## config.mk

```make
export PLATFORM = sky130hd
export DESIGN_NAME = wb_gpio_debounced
export DESIGN_NICKNAME = d
export VERILOG_FILES = /design/src/rtl/wb_gpio_debounced.sv
export SDC_FILE = /design/constraint.sdc
export NUM_CORES = 1
export LEC_CHECK = 0
export CAP_MARGIN = 20
export CORE_MARGIN = 4
export CORE_UTILIZATION = 25
export DETAILED_ROUTE_END_ITERATION = 7
export GPL_TIMING_DRIVEN = 1
export PLACE_DENSITY = 0.58
export SLEW_MARGIN = 40
export SYNTH_ARGS = -nofsm -noshare
export SYNTH_HDL_FRONTEND = slang
export SYNTH_SLANG_ARGS = --single-unit
```

## constraint.sdc

```tcl
create_clock -name clock -period 1.7 [get_ports clock]
set_input_delay 0.34 -clock clock [delete_from_list [all_inputs] [get_ports clock]]
set_output_delay 0.34 -clock clock [all_outputs]
set_load 0.01 [all_outputs]
```

## src/rtl/wb_gpio_debounced.sv

```systemverilog
// Wishbone-classic GPIO: per-pin input synchroniser, optional debounce, output enable, edge IRQs with W1C status.
// Build option: define GPIO_DEBOUNCE_EN to add per-pin debounce counters (otherwise the synchronised level is used directly).
module wb_gpio_debounced #(
  parameter int GPIO_WIDTH      = 8,
  parameter int SYNC_STAGES     = 2,
  parameter int DEBOUNCE_CYCLES = 24000,
  parameter int CNT_W           = 15
) (
  input  logic                  clock,
  input  logic                  reset_n,
  input  logic [31:0]           wb_adr_i,
  input  logic [31:0]           wb_dat_i,
  input  logic [3:0]            wb_sel_i,
  input  logic                  wb_we_i,
  input  logic                  wb_cyc_i,
  input  logic                  wb_stb_i,
  output logic [31:0]           wb_dat_o,
  output logic                  wb_ack_o,
  input  logic [GPIO_WIDTH-1:0] gpio_i,
  output logic [GPIO_WIDTH-1:0] gpio_o,
  output logic [GPIO_WIDTH-1:0] gpio_oe_o,
  output logic                  irq_o
);

  localparam int W = GPIO_WIDTH;

  generate
    if (GPIO_WIDTH < 1 || GPIO_WIDTH > 32) begin : g_bad_width
      $error("GPIO_WIDTH must be 1..32");
    end
    if (SYNC_STAGES < 2) begin : g_bad_sync
      $error("SYNC_STAGES must be >= 2");
    end
    if (DEBOUNCE_CYCLES < 2 || (longint'(1) << CNT_W) <= longint'(DEBOUNCE_CYCLES)) begin : g_bad_deb
      $error("DEBOUNCE_CYCLES must be >= 2 and fit in CNT_W bits");
    end
  endgenerate

  logic [SYNC_STAGES-1:0][W-1:0] sync_ff;
  logic [W-1:0] sync;
  logic [W-1:0] stable;
  logic [W-1:0] stable_d;

  logic [W-1:0] data_out;
  logic [W-1:0] dir;
  logic [W-1:0] irq_en;
  logic [W-1:0] irq_status;
  logic [W-1:0] edge_sel;

  logic         req;
  logic         wr;
  logic [2:0]   adr;
  logic [31:0]  wmask;
  logic [W-1:0] wmask_w;
  logic [W-1:0] wdat;
  logic [W-1:0] w1c;
  logic [W-1:0] rise;
  logic [W-1:0] fall;
  logic [W-1:0] ev;
  logic [W-1:0] rd_w;
  logic         unused_ok;

  // sync_ff[0] takes the raw pin; the last stage is the metastability-safe level
  always_ff @(posedge clock or negedge reset_n) begin
    if (!reset_n) begin
      sync_ff <= '0;
    end else begin
      sync_ff <= {sync_ff[SYNC_STAGES-2:0], gpio_i};
    end
  end

  assign sync = sync_ff[SYNC_STAGES-1];

`ifdef GPIO_DEBOUNCE_EN
  localparam logic [CNT_W-1:0] CNT_LAST = CNT_W'(DEBOUNCE_CYCLES - 1);

  logic [W-1:0][CNT_W-1:0] cnt;

  // A pin must disagree with its accepted level for DEBOUNCE_CYCLES consecutive cycles to flip it
  always_ff @(posedge clock or negedge reset_n) begin
    if (!reset_n) begin
      cnt    <= '0;
      stable <= '0;
    end else begin
      for (int n = 0; n < W; n++) begin
        if (sync[n] == stable[n]) begin
          cnt[n] <= '0;
        end else if (cnt[n] == CNT_LAST) begin
          stable[n] <= sync[n];
          cnt[n]    <= '0;
        end else begin
          cnt[n] <= cnt[n] + 1'b1;
        end
      end
    end
  end
`else
  always_ff @(posedge clock or negedge reset_n) begin
    if (!reset_n) begin
      stable <= '0;
    end else begin
      stable <= sync;
    end
  end
`endif

  assign req     = wb_cyc_i & wb_stb_i & ~wb_ack_o;
  assign wr      = req & wb_we_i;
  assign adr     = wb_adr_i[4:2];
  assign wmask   = {{8{wb_sel_i[3]}}, {8{wb_sel_i[2]}}, {8{wb_sel_i[1]}}, {8{wb_sel_i[0]}}};
  assign wmask_w = wmask[W-1:0];
  assign wdat    = wb_dat_i[W-1:0];
  assign w1c     = (wr && adr == 3'd4) ? (wdat & wmask_w) : '0;

  assign rise = stable & ~stable_d;
  assign fall = ~stable & stable_d;
  assign ev   = (edge_sel & rise) | (~edge_sel & fall);

  always_comb begin
    rd_w = '0;
    case (adr)
      3'd0:    rd_w = stable;
      3'd1:    rd_w = data_out;
      3'd2:    rd_w = dir;
      3'd3:    rd_w = irq_en;
      3'd4:    rd_w = irq_status;
      3'd5:    rd_w = edge_sel;
      default: rd_w = '0;
    endcase
  end

  function automatic logic [W-1:0] merge(input logic [W-1:0] old_v,
                                         input logic [W-1:0] new_v,
                                         input logic [W-1:0] mask);
    return (old_v & ~mask) | (new_v & mask);
  endfunction

  always_ff @(posedge clock or negedge reset_n) begin
    if (!reset_n) begin
      wb_ack_o   <= 1'b0;
      wb_dat_o   <= '0;
      data_out   <= '0;
      dir        <= '0;
      irq_en     <= '0;
      irq_status <= '0;
      edge_sel   <= '0;
      stable_d   <= '0;
    end else begin
      wb_ack_o <= req;
      stable_d <= stable;
      if (req) begin
        wb_dat_o <= 32'(rd_w);
      end
      if (wr) begin
        case (adr)
          3'd1:    data_out <= merge(data_out, wdat, wmask_w);
          3'd2:    dir      <= merge(dir, wdat, wmask_w);
          3'd3:    irq_en   <= merge(irq_en, wdat, wmask_w);
          3'd5:    edge_sel <= merge(edge_sel, wdat, wmask_w);
          default: ;
        endcase
      end
      // a new event outranks a clear landing in the same cycle
      irq_status <= (irq_status & ~w1c) | ev;
    end
  end

  assign gpio_o    = data_out;
  assign gpio_oe_o = dir;
  assign irq_o     = |(irq_status & irq_en);

  assign unused_ok = ^{wb_adr_i[31:5], wb_adr_i[1:0], wb_dat_i, wmask};

endmodule

```

==> results.py <==
metrics = {
    "status": {
        "run_status": "complete, but fails checks",
        "violations": "negative setup slack",
    },
    "critical_path": {
        "crit_arrival_ps": 1910,
        "setup.worst_path.class": "in -> reg",
        "reg2reg_depth": 5,
        "reg2reg_from": "wb_ack_o$_DFF_PN0_",
        "endpoint_kind": "flop",
        "r2r-end": "irq_status[6]$_DFF_PN0_",
        "r2r_setup_slack_ps": 110,
        "cp_max_fo": 8,
        "crit_required_ps": 1910,
        "startpoint_type": "primary input",
    },
    "die": {
        "fp.dieH_um": 125,
        "core_area_mm2": 0.0133,
        "chipWidth_um": 125,
        "fp-row-count": 42,
        "initial_core_util": 0.258,
        "io_pins": 131,
        "die_area_mm2": 0.0157,
    },
    "synthesis": {
        "synth_area_leaders": "dfrtp_1 59%, mux2_2 11%, buf_4 5.7%, mux2i_1 3.5%, nand2_1 2.9%",
        "ys_warn_count": 0,
        "ys_ff_latch": 81,
        "synth.largest_area_cell": "dfrtp_1",
        "ys_types": 35,
        "ys.flop_type": "dfrtp_1",
        "syn-instance-count": 267,
        "synth_top_cell_area_share": 0.588,
        "async_flop_share": 1.00,
        "yosys.cell_count.top_type": "dfrtp_1",
        "ys_seq_area_frac": 0.588,
        "synth-edff-count": 0,
        "syn_area_mm2": 0.00345,
        "netlist_top_cells_count": "81 x dfrtp_1, 33 x mux2_2, 27 x nand2_1",
        "syn_area_per_cell_um2": 12.9,
    },
    "pwr": {
        "p_per_area_mw_per_mm2": 1060,
        "ir_drop_uv": 536,
        "power_mw": 4.96,
        "leakage_nw": 2.07,
    },
    "finish": {
        "design_area_mm2": 0.00466,
        "nNetsFinal": 436,
        "n_antenna_cell": 0,
        "drive_above_1_share": 0.267,
        "syn2layout_area_growth_pct": 35.4,
        "fillers": 1321,
    },
    "min_path": {
        "min_path_cells": 0,
        "hp-class": "reg -> reg",
        "hp-start": "sync[7]$_DFF_PN0_",
        "holdPathEnd": "stable[7]$_DFF_PN0_",
    },
    "sta": {
        "hold_viol_final": 0,
        "maxSlewViolCount": 0,
        "fin_crit_sh": 1.00,
        "fin_crit_ps": 1700,
        "rsz0062_at_grt": "true",
        "fin_ws_ps": -3.70,
        "hold_slack_ps": 346,
        "setup_viol": 1,
        "fin_skew_ps": 2.80,
        "fin_setup_tns_ps": -3.70,
        "max_freq_mhz": 587,
    },
    "clocking": {
        "insertion_delay_ps": 330,
        "cts.clk_slew.worst_paths_ps": 60,
        "post-cts-setup-buffers": 0,
        "clock_sinks": 81,
        "cts-buffers-inserted": 9,
        "cts_tree": "built",
        "h-tree-depth": 3,
        "clock-root-buffer": "clkbuf_16",
        "clock_path_buffers": 2,
    },
    "grt": {
        "grt_max_degree": 34,
        "grt_pass1_wl_um": 12600,
        "grt_pass1_vias": 2356,
        "overflow": 0,
        "grtUsageTotal": 0.101,
        "antenna_found_initial": 0,
    },
    "drt": {
        "drt_first_pass_iters": 4,
        "wl_per_cell_um": 14.7,
        "antenna_left": 0,
        "vias": 2303,
        "drt_iter0_drc": 78,
        "drc": 0,
        "via_per_inst": 4.30,
        "wl_um": 7850,
    },
    "place": {
        "place_congestion": 0.808,
        "portBuffers": 50,
        "postPlaceCellArea_mm2": 0.00432,
        "dp_hpwl_um": 5890,
        "dp_slack_ps": -342,
    },
    "job": {
        "maxCapViolCount": 0,
    },
}
worst max path at each step:
stage	from	end	slack, ps	cells past startpoint
4_1_cts	wb_adr_i[4]	flop	-7	5
5_1_grt	wb_adr_i[2]	flop	-60	7
3_5_place_dp	wb_adr_i[4]	flop	-340	5
6_report	wb_adr_i[4]	flop	-4	5
3_3_place_gp	wb_adr_i[4]	flop	-330	5
2_1_floorplan	wb_ack_o$_DFF_PN0_	flop	100	3
layout by cell type, fill, tap and decap left out, types with 8 or more instances in the layout:
master and count:
dfrtp_1 81, conb_1 24, nor2_1 8, clkbuf_16 9
clkdlybuf4s50_1 48, mux2_2 33, buf_4 32, nand2_1 27
o21ai_0 14, mux2i_1 12
metal layers:
layer  track usage  routed length [um]  vias up
li1              -                   -     1070
met1         0.134                3600     1134
met2         0.160                3680       88
met3        0.0294                 477       11
met4        0.0319                  95        0
met5             0                   0        -
power by group:
| part | internal [mW] | total, mW | switching, mW |
|---|---|---|---|
| Clock | 1.32 | 2.02 | 0.708 |
| Sequential | 2.09 | 2.22 | 0.121 |
| Combinational | 0.400 | 0.719 | 0.319 |
cell families after synthesis:
logic type / after synthesis / share of synthesized area
buffers and inverters: 34 / 0.0668
flip-flops: 81 / 0.588
AND/OR/NAND/NOR: 60 / 0.102
multiplexers: 49 / 0.162
other: 1 / 0.00109
AO/OA/AOI/OAI: 42 / 0.0799
per-stage QoR:
step	instances	utilization
2_1_floorplan	290	-
3_3_place_gp	519	0.324
3_5_place_dp	519	0.324
4_1_cts	535	0.348
5_1_grt	535	0.349
6_report	535	0.349
final cells by class:
class | count | area, um2 | share of cell area
Tap cell | 176 | 220 | 0.0472
Timing Repair Buffer | 85 | 796 | 0.171
Clock inverter | 3 | 65.1 | 0.0139
Sequential cell | 81 | 2030 | 0.435
Multi-Input combinational cell | 175 | 1300 | 0.278
Clock buffer | 12 | 246 | 0.0528
Inverter | 3 | 11.3 | 0.00241
worst max-delay path, cell delays in order:
cell and delay (ps):
clkdlybuf4s50_1 620, buf_4 160, and2b_1 190, nand3_2 220, mux2_2 380
repair_timing:
| action | 4_1_cts | 5_1_grt |
|---|---|---|
| gates resized for setup | 6 | 4 |
| hold endpoints to repair | 14 | 0 |
| pin swaps | 1 | 0 |
| cloned | 0 | 0 |
| hold buffers | 1 | 0 |
| setup endpoints to repair | 2 | 23 |
Note: power is estimated with default switching activity, not from simulation.
